## src/rtl/alu_sequencer_if.sv

```systemverilog
// alu_sequencer_if: start/status, instruction-fetch handshake and datapath control bundle of the sequencer.
interface alu_sequencer_if;
   logic        start;
   logic        imem_req;
   logic [15:0] imem_addr;
   logic        imem_ack;
   logic [15:0] imem_rdata;
   logic [15:0] immediate;
   logic        imm_control;
   logic [4:0]  control1;
   logic [4:0]  control2;
   logic [7:0]  opcode;
   logic        buff_en;
   logic [15:0] enable;
   logic        busy;
   logic        halted;
   logic        error;
   modport master (
      input  start, imem_ack, imem_rdata,
      output imem_req, imem_addr, immediate, imm_control, control1, control2,
             opcode, buff_en, enable, busy, halted, error
   );
   modport slave (
      output start, imem_ack, imem_rdata,
      input  imem_req, imem_addr, immediate, imm_control, control1, control2,
             opcode, buff_en, enable, busy, halted, error
   );
endinterface

```

## src/rtl/alu_sequencer.sv

```systemverilog
// alu_sequencer: fetches 16-bit instructions over req/ack, decodes them and drives the ALU datapath controls.
module alu_sequencer #(
   parameter logic [15:0] RESET_PC      = 16'h0000,
   parameter int unsigned FETCH_TIMEOUT = 255
) (
   input logic            clk,
   input logic            reset,
   alu_sequencer_if.master io
);
   typedef enum logic [2:0] {IDLE, FETCH, DECODE, EXECUTE, HALT} state_e;
   localparam logic [15:0] TMO_LAST = 16'(FETCH_TIMEOUT - 1);
   state_e      state_q, state_d;
   logic [15:0] pc_q, pc_d, ir_q, ir_d, cnt_q, cnt_d, imm_q, imm_d, en_q, en_d;
   logic [7:0]  opc_q, opc_d;
   logic [4:0]  c1_q, c1_d, c2_q, c2_d;
   logic        immc_q, immc_d, buf_q, buf_d, err_q, err_d;
   logic [3:0]  op, rd, ext, rs;
   logic [15:0] sext;
   assign op   = ir_q[15:12];
   assign rd   = ir_q[11:8];
   assign ext  = ir_q[7:4];
   assign rs   = ir_q[3:0];
   assign sext = {{8{ir_q[7]}}, ir_q[7:0]};
   always_comb begin
      state_d = state_q;
      pc_d    = pc_q;
      ir_d    = ir_q;
      cnt_d   = cnt_q;
      imm_d   = imm_q;
      immc_d  = immc_q;
      c1_d    = c1_q;
      c2_d    = c2_q;
      opc_d   = opc_q;
      err_d   = err_q;
      buf_d   = 1'b0;
      en_d    = '0;
      case (state_q)
         IDLE: state_d = io.start ? FETCH : IDLE;
         FETCH: begin
            if (io.imem_ack) begin
               ir_d    = io.imem_rdata;
               cnt_d   = '0;
               state_d = DECODE;
            end else if (cnt_q == TMO_LAST) begin
               err_d   = 1'b1;
               cnt_d   = '0;
               state_d = HALT;
            end else begin
               cnt_d = cnt_q + 16'h1;
            end
         end
         DECODE: begin
            if (op == 4'hC) begin
               pc_d    = pc_q + sext;
               state_d = FETCH;
            end else if (op == 4'hF) begin
               state_d = HALT;
            end else begin
               // Write enable and bus drive are registered here so they are live exactly during EXECUTE.
               opc_d   = (op == 4'h0) ? {4'h0, ext} : {op, 4'h0};
               c1_d    = {1'b0, rd};
               c2_d    = (op == 4'h0) ? {1'b0, rs} : 5'd0;
               immc_d  = (op != 4'h0);
               imm_d   = (op == 4'h0) ? imm_q : sext;
               buf_d   = 1'b1;
               en_d    = (op == 4'hB || (op == 4'h0 && ext == 4'hB)) ? 16'h0 : 16'h1 << rd;
               state_d = EXECUTE;
            end
         end
         EXECUTE: begin
            pc_d    = pc_q + 16'h1;
            state_d = FETCH;
         end
         default: state_d = state_q;
      endcase
   end
   always_ff @(posedge clk) begin
      if (reset) begin
         state_q <= IDLE;
         pc_q    <= RESET_PC;
         ir_q    <= '0;
         cnt_q   <= '0;
         imm_q   <= '0;
         immc_q  <= 1'b0;
         c1_q    <= '0;
         c2_q    <= '0;
         opc_q   <= '0;
         buf_q   <= 1'b0;
         en_q    <= '0;
         err_q   <= 1'b0;
      end else begin
         state_q <= state_d;
         pc_q    <= pc_d;
         ir_q    <= ir_d;
         cnt_q   <= cnt_d;
         imm_q   <= imm_d;
         immc_q  <= immc_d;
         c1_q    <= c1_d;
         c2_q    <= c2_d;
         opc_q   <= opc_d;
         buf_q   <= buf_d;
         en_q    <= en_d;
         err_q   <= err_d;
      end
   end
   assign io.imem_req    = (state_q == FETCH);
   assign io.imem_addr   = pc_q;
   assign io.immediate   = imm_q;
   assign io.imm_control = immc_q;
   assign io.control1    = c1_q;
   assign io.control2    = c2_q;
   assign io.opcode      = opc_q;
   assign io.buff_en     = buf_q;
   assign io.enable      = en_q;
   assign io.busy        = (state_q == FETCH) || (state_q == DECODE) || (state_q == EXECUTE);
   assign io.halted      = (state_q == HALT);
   assign io.error       = err_q;
endmodule

```

## src/flat_wrapper.sv

```systemverilog
// flat-port wrapper written by rule: the top's interface ports become plain ports
module alu_sequencer_flat 
#(
   parameter logic [15:0] RESET_PC      = 16'h0000,
   parameter int unsigned FETCH_TIMEOUT = 255
)
  (clk, reset, io_start, io_imem_ack, io_imem_rdata, io_imem_req, io_imem_addr, io_immediate, io_imm_control, io_control1, io_control2, io_opcode, io_buff_en, io_enable, io_busy, io_halted, io_error);
  alu_sequencer_if io_i ();
  input logic clk;
  input logic reset;
  input wire logic [$bits(io_i.start)-1:0] io_start;
  input wire logic [$bits(io_i.imem_ack)-1:0] io_imem_ack;
  input wire logic [$bits(io_i.imem_rdata)-1:0] io_imem_rdata;
  output wire logic [$bits(io_i.imem_req)-1:0] io_imem_req;
  output wire logic [$bits(io_i.imem_addr)-1:0] io_imem_addr;
  output wire logic [$bits(io_i.immediate)-1:0] io_immediate;
  output wire logic [$bits(io_i.imm_control)-1:0] io_imm_control;
  output wire logic [$bits(io_i.control1)-1:0] io_control1;
  output wire logic [$bits(io_i.control2)-1:0] io_control2;
  output wire logic [$bits(io_i.opcode)-1:0] io_opcode;
  output wire logic [$bits(io_i.buff_en)-1:0] io_buff_en;
  output wire logic [$bits(io_i.enable)-1:0] io_enable;
  output wire logic [$bits(io_i.busy)-1:0] io_busy;
  output wire logic [$bits(io_i.halted)-1:0] io_halted;
  output wire logic [$bits(io_i.error)-1:0] io_error;
  assign io_i.start = io_start;
  assign io_i.imem_ack = io_imem_ack;
  assign io_i.imem_rdata = io_imem_rdata;
  assign io_imem_req = io_i.imem_req;
  assign io_imem_addr = io_i.imem_addr;
  assign io_immediate = io_i.immediate;
  assign io_imm_control = io_i.imm_control;
  assign io_control1 = io_i.control1;
  assign io_control2 = io_i.control2;
  assign io_opcode = io_i.opcode;
  assign io_buff_en = io_i.buff_en;
  assign io_enable = io_i.enable;
  assign io_busy = io_i.busy;
  assign io_halted = io_i.halted;
  assign io_error = io_i.error;
  alu_sequencer #(.RESET_PC(RESET_PC), .FETCH_TIMEOUT(FETCH_TIMEOUT)) u_core (.clk(clk), .reset(reset), .io(io_i));
endmodule
```

## config.mk

```make
export PLATFORM = sky130hd
export DESIGN_NAME = alu_sequencer_flat
export DESIGN_NICKNAME = d
export VERILOG_FILES = /design/src/rtl/alu_sequencer_if.sv /design/src/rtl/alu_sequencer.sv /design/src/flat_wrapper.sv
export SDC_FILE = /design/constraint.sdc
export NUM_CORES = 1
export LEC_CHECK = 0
export BUFFER_PORTS_ARGS = -buffer_cell sky130_fd_sc_hd__buf_2
export CAP_MARGIN = 20
export CORE_ASPECT_RATIO = 0.9
export CORE_MARGIN = 2
export CORE_UTILIZATION = 59
export CTS_CLUSTER_DIAMETER = 120
export DETAILED_ROUTE_END_ITERATION = 6
export MAX_ROUTING_LAYER = met4
export PLACE_DENSITY = 0.85
export SLEW_MARGIN = 30
export SYNTH_ARGS = -nofsm -noshare
export SYNTH_HDL_FRONTEND = slang
export SYNTH_SLANG_ARGS = --single-unit
```

## constraint.sdc

```tcl
create_clock -name clk -period 6.6 [get_ports clk]
set_clock_uncertainty 0.2 [all_clocks]
set_input_delay 1.32 -clock clk [delete_from_list [all_inputs] [get_ports clk]]
set_output_delay 1.32 -clock clk [all_outputs]
set_load 0.03 [all_outputs]
```

Word level (Yosys, flattened, before mapping)
Cells that the tools add are included.
{"block": "totals", "register_bits": 95, "out_inout_bits": 72, "word_cells": 62}
{"block": "classes", "mux": 13, "add_sub_neg": 3, "n_bitwise": 5, "n_reduce_logical": 17, "n_shift": 1, "eq_ne": 11}
{"cell": "$mux 16", "n": 3}
{"cell": "$add 16x1->16 const B", "n": 2}
{"cell": "$pmux 16 s2", "n": 1}
{"cell": "$add 16x16->16", "n": 1}
{"cell": "$eq 16x8->1 const B", "n": 1}
{"cell": "$eq 4x4->1 const B", "n": 4}
{"cell": "$shl 1x4->16 const A", "n": 1}
{"cell": "$mux 3", "n": 4}
{"cell": "$pmux 3 s4", "n": 1}
{"cell": "$mux 8", "n": 1}
{"cell": "$reduce_bool 4->1", "n": 2}
{"cell": "$eq 3x2->1 const B", "n": 2}
{"cell": "$reduce_and 2->1", "n": 3}
{"cell": "$reduce_and 3->1", "n": 2}
{"cell": "$not 1->1", "n": 5}
{"cell": "$reduce_or 5->1", "n": 1}
{"cell": "$logic_not 4->1", "n": 1}
{"cell": "$mux 4", "n": 1}
{"cell": "$reduce_and 4->1", "n": 1}
{"cell": "$eq 3x1->1 const B", "n": 1}
{"cell": "$eq 3x3->1 const B", "n": 1}
{"cell": "$logic_not 3->1", "n": 1}
{"cell": "$logic_or 1x1->1", "n": 3}
{"cell": "$ne 3x2->1 const B", "n": 1}
{"cell": "5 further kinds", "n": 6}

Depth between registers and ports, before layout
Gate-level depths: netlist (run 1).
{"block": "logic_depth", "ltp_word": 4, "ltp_mapped": 14, "mapped_depth_nobuf": 12}

Worst setup path after synthesis (run 1)
Ideal clock, no wire load.
{"block": "synth_path", "kind": "register to register", "start": "register u_core.state_q[2]", "end": "register u_core.pc_q[12] (netlist: u_core.io.imem_addr[12])", "required_time_ns": 6.279, "setup_slack_ns": 3.475, "path_stages_with_launch": 15, "setup_ns": 0.121, "t_arrival_ns": 2.804, "period_less_slack_ns": 3.125, "path_buffers": 2, "path_cell_list": "dfxtp_1 > clkbuf_2 > nand3b_4 > clkbuf_2 > nand2b_1 > ha_1 > inv_1 > fa_1 > nor2b_1 > o31ai_1 > a21oi_1 > and2_1 > a2111oi_0 > nor4_1 > mux2_2"}
{"block": "synth_via", "elab_chain_len": 3, "elab_cells_between_ends": 6, "cone_classes": "eq/ne: 3; mux: 1; reduce/logical: 2"}
{"element": "start: declaration", "line_no": "alu_sequencer.sv:12", "text": "state_e state_q, state_d;"}
{"element": "start signal: assignment", "line_no": "alu_sequencer.sv:92", "text": "state_q <= state_d;"}
{"element": "$eq 3x2->1", "line_no": "alu_sequencer.sv:37", "text": "case (state_q)"}
{"element": "$ne 2x1->1 (no source line) / $reduce_bool 2->1 (equally long branches)"}
{"element": "$reduce_and 2->1 (no source line)"}
{"element": "end signal: assignment", "line_no": "alu_sequencer.sv:93", "text": "pc_q <= pc_d;"}
{"element": "end: declaration", "line_no": "alu_sequencer.sv:13", "text": "logic [15:0] pc_q, pc_d, ir_q, ir_d, cnt_q, cnt_d, imm_q, imm_d, en_q, en_d;"}
Parallel ways exist; a longest one is shown, timed or not.
A chain may end at the register's enable or synchronous reset.

Final worst setup path (run 1)
{"block": "layout_path", "start": "register u_core.state_q[0]", "end": "output io_imem_req"}
{"block": "layout_via", "elab_chain_len": 1}
{"element": "$eq 3x1->1", "line_no": "alu_sequencer.sv:106", "text": "assign io.imem_req = (state_q == FETCH);"}
{"element": "end: declaration", "line_no": "flat_wrapper.sv:14", "text": "output wire logic [$bits(io_i.imem_req)-1:0] io_imem_req;"}
Every way passes these cells.

==> results of run 1 <==
[logic make-up (layout without fill, tap and decap cells)]
logic type      count (synthesis)  after routing
compound gates                136            136
flops                          94             94
other cells                     1              2
mux                             5              5
xor+xnor                       10             10
buf+inv                        61            121
fa+ha+maj                      11             11
simple gates                  266            266
[per-layer routing]
metal | up-vias | GRT usage, % | share of wire (%)
met5 | - | - | 0
met4 | 0 | 4.87 | 0.87
met3 | 10 | 6.18 | 6.0
met2 | 144 | 40.7 | 46
met1 | 2022 | 34.0 | 47
li1 | 2151 | - | -
[power groups by stage]
| stage | Sequential (mW) | Combinational (mW) | Clock (mW) |
|---|---|---|---|
| global placement | 0.610 | 0.121 | 0 |
| finish | 0.598 | 0.125 | 0.373 |
| global route | 0.601 | 0.138 | 0.402 |
| detailed placement | 0.610 | 0.124 | 0 |
| floorplan | 0.605 | 0.0981 | 0 |
| CTS | 0.597 | 0.125 | 0.379 |
[flip-flops by register name, indices dropped and copies added (netlist names)]
| register | flops |
|---|---|
| u_core.cnt_q | 16 |
| u_core.io.buff_en | 1 |
| u_core.io.control1 | 4 |
| u_core.io.control2 | 4 |
| u_core.io.enable | 16 |
| u_core.io.error | 1 |
| u_core.io.imem_addr | 16 |
| u_core.io.imm_control | 1 |
| u_core.io.immediate | 8 |
| u_core.io.opcode | 8 |
| u_core.ir_q | 16 |
| u_core.state_q | 3 |
[final cells by class]
type                            count  area [sq um]  area share, %
Multi-Input combinational cell    430          2400           46.9
Timing Repair Buffer               93           475           9.30
Inverter                           12          45.0          0.881
Clock buffer                        9           124           2.42
Tap cell                           96           120           2.35
Sequential cell                    94          1880           36.8
Clock inverter                      7          67.6           1.32
[worst max-delay path by stage]
| stage | slack [ns] | startpoint | end | depth (start not counted) |
|---|---|---|---|---|
| floorplan | 3.48 | u_core.state_q[2] | u_core.io.imem_addr[12] | 14 |
| global placement | 3.22 | u_core.state_q[0] | u_core.io.imem_addr[12] | 12 |
| detailed placement | 3.02 | u_core.state_q[0] | u_core.io.imem_addr[12] | 12 |
| CTS | 2.73 | u_core.state_q[0] | io_imem_req | 4 |
| global route | 2.54 | u_core.state_q[0] | io_imem_req | 4 |
| finish | 2.72 | u_core.state_q[0] | io_imem_req | 4 |
[cell usage in the layout, fill, tap and decap left out, types with 8 or more instances in the layout]
cell type	n
a21oi_1	75
a311oi_1	11
and2_1	8
buf_2	89
clkbuf_8	9
dfxtp_1	94
ha_1	10
inv_1	11
nand2_1	111
nand3_1	22
nor2_1	57
nor3_1	19
o21ai_0	13
[through the flow]
step	util (%)	cell area, sq um	worst slack (ns)	instances	total power, mW
detailed placement	65.6	4920	3.02	725	0.735
CTS	68.1	5110	2.73	741	1.10
finish	68.1	5110	2.72	741	1.10
global route	68.1	5110	2.54	741	1.14
floorplan	-	4560	3.48	585	0.703
global placement	65.6	4920	3.22	725	0.731
[critical path, cell delays in order, from the launching register on]
cell and delay [ns]:
dfxtp_1 0.63, inv_1 0.15, or3_1 0.54, inv_1 0.38, buf_2 0.28
==> flow_summary.toml, run 1 <==
[floorplanning]
start_util_pct = 60.7
floorplan.die.height_microns = 87.4
core_region_area_sq_um = 7510
die-area_sq_um = 8440
boundaryPins = 92
placement_rows = 30
fp.dieW_microns = 96.6

[sta]
hold_viol_final = 0
final.hold.worst_slack_ns = 0.256
max_slew_margin_pct = 45.2
fin_setup_tns_ns = 0
rsz0062_at_grt = "false"
max_freq_ghz = 0.258
final_max_slew_viol_count = 0
post-route-period-util_pct = 58.7
timing_worst_slew_pin_value_ns = 0.822
final_period_minus_worst_setup_slack_ns = 3.88
finalSetupViolCount = 0

[synth]
synth-seq-cells = 94
yosys-top-cells-area = "dfxtp_1 41%, nand2_1 9.1%, a21oi_1 8.2%"
synth_common_cells = "111 x nand2_1, 94 x dfxtp_1, 75 x a21oi_1"
ys_seq_area_share_pct = 41.3
synth_adder_area_share_pct = 3.19
synthDominantAreaCellType = "dfxtp_1"
ys.warnings.count = 0
compound_gate_fraction_of_synth_area_pct = 18.2
yosysTopAreaCellShare_pct = 41.3
count_of_mapped_cells_out_of_synthesis = 584
synth_cell_types = 61
synth-simple-area-share_pct = 27.8
synth_area_per_cell_sq_um = 7.80
synth_enable_flop_cells = 0
synthArstFlopShare_pct = 0
post-synth-top-count-cell = "nand2_1"
combinational_family_with_the_most_area_after_synthesis = "simple AND/OR/NAND/NOR gates"
yosys-mux-area-fraction_pct = 1.18
xor_and_xnor_area_share_after_synthesis_pct = 1.92
synthFlopType = "dfxtp_1"
netlist_area_sq_um = 4560

[worst_setup_path]
start_kind = "register"
source_of_the_worst_register_to_register_timing_path = "u_core.state_q[0]"
arrival_ns = 2.36
setup.reg_to_reg.worst_slack_ns = 2.95
worst-path-max-fanout = 14
critical_path_class = "reg -> out"
timing.critical_path.required_ns = 5.08
critical_path.reg2reg.endpoint = "u_core.io.imem_addr[12]"
depth_of_the_worst_register_to_register_path = 12
worst_setup_path_end_kind = "output pin"

[run]
drv.max_cap_violation_count = 0

[cts]
tritoncts = "built"
clock_slew_at_the_register_clock_pins_of_the_worst_setup_and_hold_paths_ns = 0.10
post-cts-setup-buffer-count = 0
cts_root_buf = "clkbuf_8"
clock_sink_count = 94
clock_path_buffers = 2
h-tree-depth = 3
hold_buffers = 0
numCtsBuffers = 9
cts_resized = 0
clkLatencyLatePin_ns = 0.37

[route]
ant_nets = 0
drc = 0
avgRoutedWirePerCell_microns = 14.4
drt_wl_total_microns = 10600
mean_number_of_vias_per_cell = 5.84
detailroute.via_count = 4327
drt_pre_antenna_iters = 4
drt_iter0_drc = 234

[grt]
grt_antenna_before_repair = 0
grt_util_all_layers_pct = 25.6
grt_first_pass_wirelength_microns = 17400
grt_max_degree = 83
number_of_global_route_vias_before_repair = 3715
grt_overflow_total = 0

[finish]
areaGrowthSynthToFinish_pct = 12.2
fill_cells = 664
final_nets = 671
drive_above_1_share_pct = 19.2
antennaDiodeCount = 0

[power]
seq_pwr_share_pct = 54.6
comb_power_share_pct = 11.4
pwr_density_cell_nw_per_um2 = 214
power.net_switching_mw = 0.333
ir_worst_vdd_mv = 0.137
pwr-share-clk_pct = 34.0
internal_power_mw = 0.763
net_switching_fraction_of_the_power_pct = 30.4
power.leakage_nw = 2.07

[min_path]
hold_end = "u_core.io.imm_control"
worst_hold_start = "u_core.io.imm_control"
whs_path_depth = 2
worstHoldPathType = "reg -> reg"

[status]
outcome = "finished clean"

[placed_design]
place_congestion = 0.953
port_buffers = 89
detailed_place_hpwl_microns = 7420
(Power assumes the default switching activity.)
==> run 2: changes to the inputs <==
--- a/config.mk
+++ b/config.mk
@@ -9,11 +9,11 @@
 export CAP_MARGIN = 20
 export CORE_ASPECT_RATIO = 0.9
 export CORE_MARGIN = 2
-export CORE_UTILIZATION = 59
+export CORE_UTILIZATION = 55
 export CTS_CLUSTER_DIAMETER = 120
 export DETAILED_ROUTE_END_ITERATION = 6
 export MAX_ROUTING_LAYER = met4
-export PLACE_DENSITY = 0.85
+export PLACE_DENSITY = 0.8
 export SLEW_MARGIN = 30
 export SYNTH_ARGS = -nofsm -noshare
 export SYNTH_HDL_FRONTEND = slang
==> constraint.sdc (replaced) <==
create_clock -name clk -period 3.8 [get_ports clk]
set_clock_uncertainty 0.2 [all_clocks]
set_input_delay 0.76 -clock clk [delete_from_list [all_inputs] [get_ports clk]]
set_output_delay 0.76 -clock clk [all_outputs]
set_load 0.03 [all_outputs]
==> run 2 against run 1 <==
Compared with the run above:
- critical path type is now reg -> reg
- critical path depth grew 8
- first-iteration DRC count shrank 19%
- routed wire length grew 2.2%
==> flow_summary.toml, run 2 (same netlist as run 1, synthesis figures left out) <==
[power]
seq_pwr_share_pct = 53.6
pwr-share-clk_pct = 34.4
pwr_density_cell_nw_per_um2 = 375
ir_worst_vdd_mv = 0.253
internal_power_mw = 1.34
power.leakage_nw = 2.09
totalPowerFinal_mw = 1.93
power.net_switching_mw = 0.590
comb_power_share_pct = 12.0
net_switching_fraction_of_the_power_pct = 30.6

[route]
drt_pre_antenna_iters = 5
drc = 0
mean_number_of_vias_per_cell = 5.78
drt_iter0_drc = 190
ant_nets = 0
avgRoutedWirePerCell_microns = 14.6
drt_wl_total_microns = 10900
detailroute.via_count = 4315

[finish]
drive_above_1_share_pct = 19.5
antennaDiodeCount = 0
layout.cells.most_common = "nand2_1"
multi_input_comb_area_sq_um = 2400
commonest_cells_after_routing_fill_and_taps_aside = "111 x nand2_1, 94 x dfxtp_1, 88 x buf_2"
fill_cells = 722
layout.core_utilization_pct = 64.0
areaGrowthSynthToFinish_pct = 12.9
final_nets = 673
sequential_cell_area_sq_um = 1880

[grt]
grt_util_all_layers_pct = 25.1
grt_overflow_total = 0
grt_first_pass_wirelength_microns = 18200
grt_max_degree = 54
grt_antenna_before_repair = 0
number_of_global_route_vias_before_repair = 3956

[cts]
hold_buffers = 0
clock_slew_at_the_register_clock_pins_of_the_worst_setup_and_hold_paths_ns = 0.11
numCtsBuffers = 9
h-tree-depth = 3
clock_sink_count = 94
tritoncts = "built"
post-cts-setup-buffer-count = 0
cts_resized = 0
clkLatencyLatePin_ns = 0.37
cts_root_buf = "clkbuf_8"
clock_path_buffers = 2

[sta]
max_slew_margin_pct = 55.3
rsz0062_at_grt = "false"
finalSetupViolCount = 0
final_period_minus_worst_setup_slack_ns = 3.40
post-route-period-util_pct = 89.5
final.hold.worst_slack_ns = 0.257
fin_setup_tns_ns = 0
max_freq_ghz = 0.294
timing_worst_slew_pin_value_ns = 0.662
final_max_slew_viol_count = 0
hold_viol_final = 0

[worst_setup_path]
timing.critical_path.required_ns = 3.87
arrival_ns = 3.47
critical_path.reg2reg.endpoint = "u_core.io.imem_addr[12]"
critical_path_class = "reg -> reg"
setup.reg_to_reg.worst_slack_ns = 0.40
worst_setup_path_end_kind = "register"
start_kind = "register"
worst-path-max-fanout = 13
crit_start = "u_core.state_q[1]"
depth_of_the_worst_register_to_register_path = 12
source_of_the_worst_register_to_register_timing_path = "u_core.state_q[1]"

[min_path]
worstHoldPathType = "reg -> reg"
hold_end = "u_core.io.control2[3]"
worst_hold_start = "u_core.io.control2[3]"
whs_path_depth = 2

[floorplanning]
die-area_sq_um = 9030
boundaryPins = 92
start_util_pct = 56.7
fp.dieW_microns = 99.9
placement_rows = 31
core_region_area_sq_um = 8030
floorplan.die.height_microns = 90.3

[status]
outcome = "finished clean"

[placed_design]
port_buffers = 89
detailed_place_hpwl_microns = 7670
place_congestion = 0.906

[run]
drv.max_cap_violation_count = 0
## run 2: cell types whose count changed in the layout (fill, tap and decap cells not counted), sizes merged
cell,delta
buf,+2
clkinvlp,-1
inv,+1
## run 2: critical path, stage by stage (launching register included)
cell	delay [ns]
dfxtp_1	0.53
nand3b_4	0.21
nand2b_1	0.13
ha_1	0.20
inv_1	0.06
fa_1	0.38
nor2b_1	0.20
o31ai_1	0.11
a21oi_1	0.36
and2_1	0.19
a2111oi_0	0.06
nor4_1	0.32
mux2_2	0.36
## run 2: layout make-up
cell class,instances,share of cell area (%)
clock buffers,9,2.41
multi-input cells,430,46.7
inverters,12,0.876
flip-flops and latches,94,36.6
repair buffers,95,9.59
clock inverters,7,1.46
well taps,99,2.41
## run 2: power by group through the flow
stage	Sequential [mW]	Combinational [mW]	Clock, mW
2_1_floorplan	1.05	0.170	0
3_3_place_gp	1.05	0.222	0
3_5_place_dp	1.05	0.228	0
4_1_cts	1.03	0.229	0.674
5_1_grt	1.04	0.255	0.714
6_report	1.03	0.230	0.664
## run 2: how the worst max path moves through the flow
stage | slack (ns) | to
finish | 0.40 | u_core.io.imem_addr[12]
global route | 0.11 | u_core.io.imem_addr[12]
CTS | 0.43 | u_core.io.imem_addr[12]
detailed placement | 0.45 | u_core.io.imem_addr[12]
global placement | 0.56 | u_core.io.imem_addr[12]
floorplan | 0.68 | u_core.io.imem_addr[12]
## run 2: per-stage QoR
step / setup slack (ns) / cells / instance area [sq um]
finish: 0.400 / 746 / 5140
global route: 0.111 / 746 / 5140
CTS: 0.434 / 746 / 5140
detailed placement: 0.454 / 730 / 4940
global placement: 0.559 / 730 / 4940
floorplan: 0.675 / 585 / 4560
## run 2: routing by layer
metal | wire, microns | vias up | global-route usage, % | share of wire (%)
met2 | 5070 | 147 | 40.4 | 47
met4 | 121 | 0 | 5.37 | 1.1
li1 | - | 2151 | - | -
met1 | 5030 | 1999 | 32.5 | 46
met5 | 0 | - | - | 0
met3 | 655 | 18 | 5.65 | 6.0
==> run 3: changes to the inputs <==
--- a/config.mk
+++ b/config.mk
@@ -7,13 +7,12 @@
 export LEC_CHECK = 0
 export BUFFER_PORTS_ARGS = -buffer_cell sky130_fd_sc_hd__buf_2
 export CAP_MARGIN = 20
-export CORE_ASPECT_RATIO = 0.9
-export CORE_MARGIN = 2
-export CORE_UTILIZATION = 55
+export CORE_ASPECT_RATIO = 1.2
+export CORE_UTILIZATION = 59
 export CTS_CLUSTER_DIAMETER = 120
 export DETAILED_ROUTE_END_ITERATION = 6
 export MAX_ROUTING_LAYER = met4
-export PLACE_DENSITY = 0.8
+export PLACE_DENSITY = 0.85
 export SLEW_MARGIN = 30
 export SYNTH_ARGS = -nofsm -noshare
 export SYNTH_HDL_FRONTEND = slang
==> constraint.sdc (replaced) <==
create_clock -name clk -period 4.35 [get_ports clk]
set_clock_uncertainty 0.2 [all_clocks]
set_input_delay 0.87 -clock clk [delete_from_list [all_inputs] [get_ports clk]]
set_output_delay 0.87 -clock clk [all_outputs]
set_load 0.03 [all_outputs]
==> run 3 against run 2 <==
Compared with the run above:
- sequential power is 12% lower
- clock-buffer cell count grew 1
- combinational power down 17%
- critical path depth unchanged
- core utilization is 5.7 points higher
- die area is 11% lower
- setup slack better by 0.47 ns
- critical path type unchanged
==> flow_summary.toml, run 3 (same netlist as run 1, synthesis figures left out) <==
[cts]
cts_resized = 0
clock_slew_at_the_register_clock_pins_of_the_worst_setup_and_hold_paths_ns = 0.09
clock_sink_count = 94
post-cts-setup-buffer-count = 0
h-tree-depth = 3
numCtsBuffers = 9
tritoncts = "built"
hold_buffers = 0
cts_root_buf = "clkbuf_8"
clkLatencyLatePin_ns = 0.36
clock_path_buffers = 2

[sta]
final_max_slew_viol_count = 0
max_slew_margin_pct = 56.3
timing_worst_slew_pin_value_ns = 0.655
final_period_minus_worst_setup_slack_ns = 3.48
rsz0062_at_grt = "false"
post-route-period-util_pct = 80.0
fin_setup_tns_ns = 0
hold_viol_final = 0
finalSetupViolCount = 0
max_freq_ghz = 0.287

[finish]
areaGrowthSynthToFinish_pct = 12.7
fill_cells = 623
final_cells = 735
finalInstanceArea_sq_um = 5130
antennaDiodeCount = 0
layout.cells.most_common = "nand2_1"
drive_above_1_share_pct = 19.1
commonest_cells_after_routing_fill_and_taps_aside = "111 x nand2_1, 94 x dfxtp_1, 89 x buf_2"
final_nets = 672

[worst_setup_path]
worst-path-max-fanout = 13
start_kind = "register"
timing.critical_path.required_ns = 4.40
worst_setup_path_end_kind = "register"
setup.reg_to_reg.worst_slack_ns = 0.87
critical_path.reg2reg.endpoint = "u_core.io.imem_addr[12]"
source_of_the_worst_register_to_register_timing_path = "u_core.state_q[0]"
worstSetupEndpoint = "u_core.io.imem_addr[12]"
arrival_ns = 3.53
critical_path_class = "reg -> reg"
crit_start = "u_core.state_q[0]"
depth_of_the_worst_register_to_register_path = 12

[floorplanning]
start_util_pct = 61.9
core_region_area_sq_um = 7360
boundaryPins = 92
fp.dieW_microns = 82.2
placement_rows = 34
floorplan.die.height_microns = 98.3
die-area_sq_um = 8080

[placed_design]
detailed_place_hpwl_microns = 7450
placedCellCount = 720
placed_area_sq_um = 4920
port_buffers = 89
place_congestion = 0.937

[power]
seq_pwr_share_pct = 52.7
net_switching_fraction_of_the_power_pct = 26.9
comb_power_share_pct = 11.1
ir_worst_vdd_mv = 0.234
power.net_switching_mw = 0.464
power.leakage_nw = 2.08
pwr_density_cell_nw_per_um2 = 336
totalPowerFinal_mw = 1.72
pwr-share-clk_pct = 36.2
internal_power_mw = 1.26

[route]
avgRoutedWirePerCell_microns = 14.4
mean_number_of_vias_per_cell = 5.97
drc = 0
drt_pre_antenna_iters = 5
detailroute.via_count = 4391
drt_wl_total_microns = 10600
drt_iter0_drc = 315
ant_nets = 0

[min_path]
worst_hold_start = "u_core.io.control1[2]"
worstHoldPathType = "reg -> reg"

[grt]
grt_max_degree = 37
grt_first_pass_wirelength_microns = 17300
grt_overflow_total = 0
grt_antenna_before_repair = 0
grt_util_all_layers_pct = 28.1
number_of_global_route_vias_before_repair = 3800

[status]
outcome = "finished clean"

[run]
drv.max_cap_violation_count = 0
## run 3: critical path, cell delays in order (launching register included)
cell       delay [ns]
dfxtp_1          0.61
nand3b_4         0.23
nand2b_1         0.13
ha_1             0.18
inv_1            0.06
fa_1             0.38
nor2b_1          0.21
o31ai_1          0.11
a21oi_1          0.33
and2_1           0.18
a2111oi_0        0.07
nor4_1           0.32
mux2_2           0.36
## run 3: final cells by class
type                       count  area [sq um]  share of cell area, %
sequential                    94          1880                   36.7
inverter                      12          45.0                  0.877
tap                           90           113                   2.19
clock inverter                 5          85.1                   1.66
timing repair buffer          94           483                   9.41
multi-input combinational    430          2400                   46.7
clock buffer                  10           128                   2.49
## run 3: stage by stage
stage                     setup WS [ns]  util [%]  hold WS, ns
after floorplan                    1.23         -        0.239
after global placement            0.997      66.9        0.241
after detailed placement          0.904      66.9        0.244
after CTS                         0.885      69.8        0.256
after global routing              0.594      69.8        0.273
final                             0.869      69.8        0.254
## run 3: power by group through the flow
stage / clock network [mW] / registers [mW] / logic, mW
2_1_floorplan: 0 / 0.918 / 0.149
3_3_place_gp: 0 / 0.926 / 0.184
3_5_place_dp: 0 / 0.927 / 0.188
4_1_cts: 0.632 / 0.907 / 0.189
5_1_grt: 0.667 / 0.912 / 0.211
6_report: 0.624 / 0.909 / 0.191
## run 3: worst min path at each step
stage	endpoint	slack, ns	depth (start not counted)
3_3_place_gp	u_core.io.control2[1]	0.24	2
3_5_place_dp	u_core.io.control1[2]	0.24	2
2_1_floorplan	u_core.cnt_q[15]	0.24	1
6_report	u_core.io.control1[2]	0.25	2
4_1_cts	u_core.io.control1[2]	0.26	2
5_1_grt	u_core.io.control1[1]	0.27	2
## run 3: routing by layer
layer  wire length [microns]  track usage (%)  vias up  part of all wire, %
met4                     294             13.2        0                  2.8
met2                    5080             43.9      199                   48
li1                        -                -     2141                    -
met5                       0                -        -                    0
met1                    4600             35.1     2030                   43
met3                     645             4.11       21                  6.1
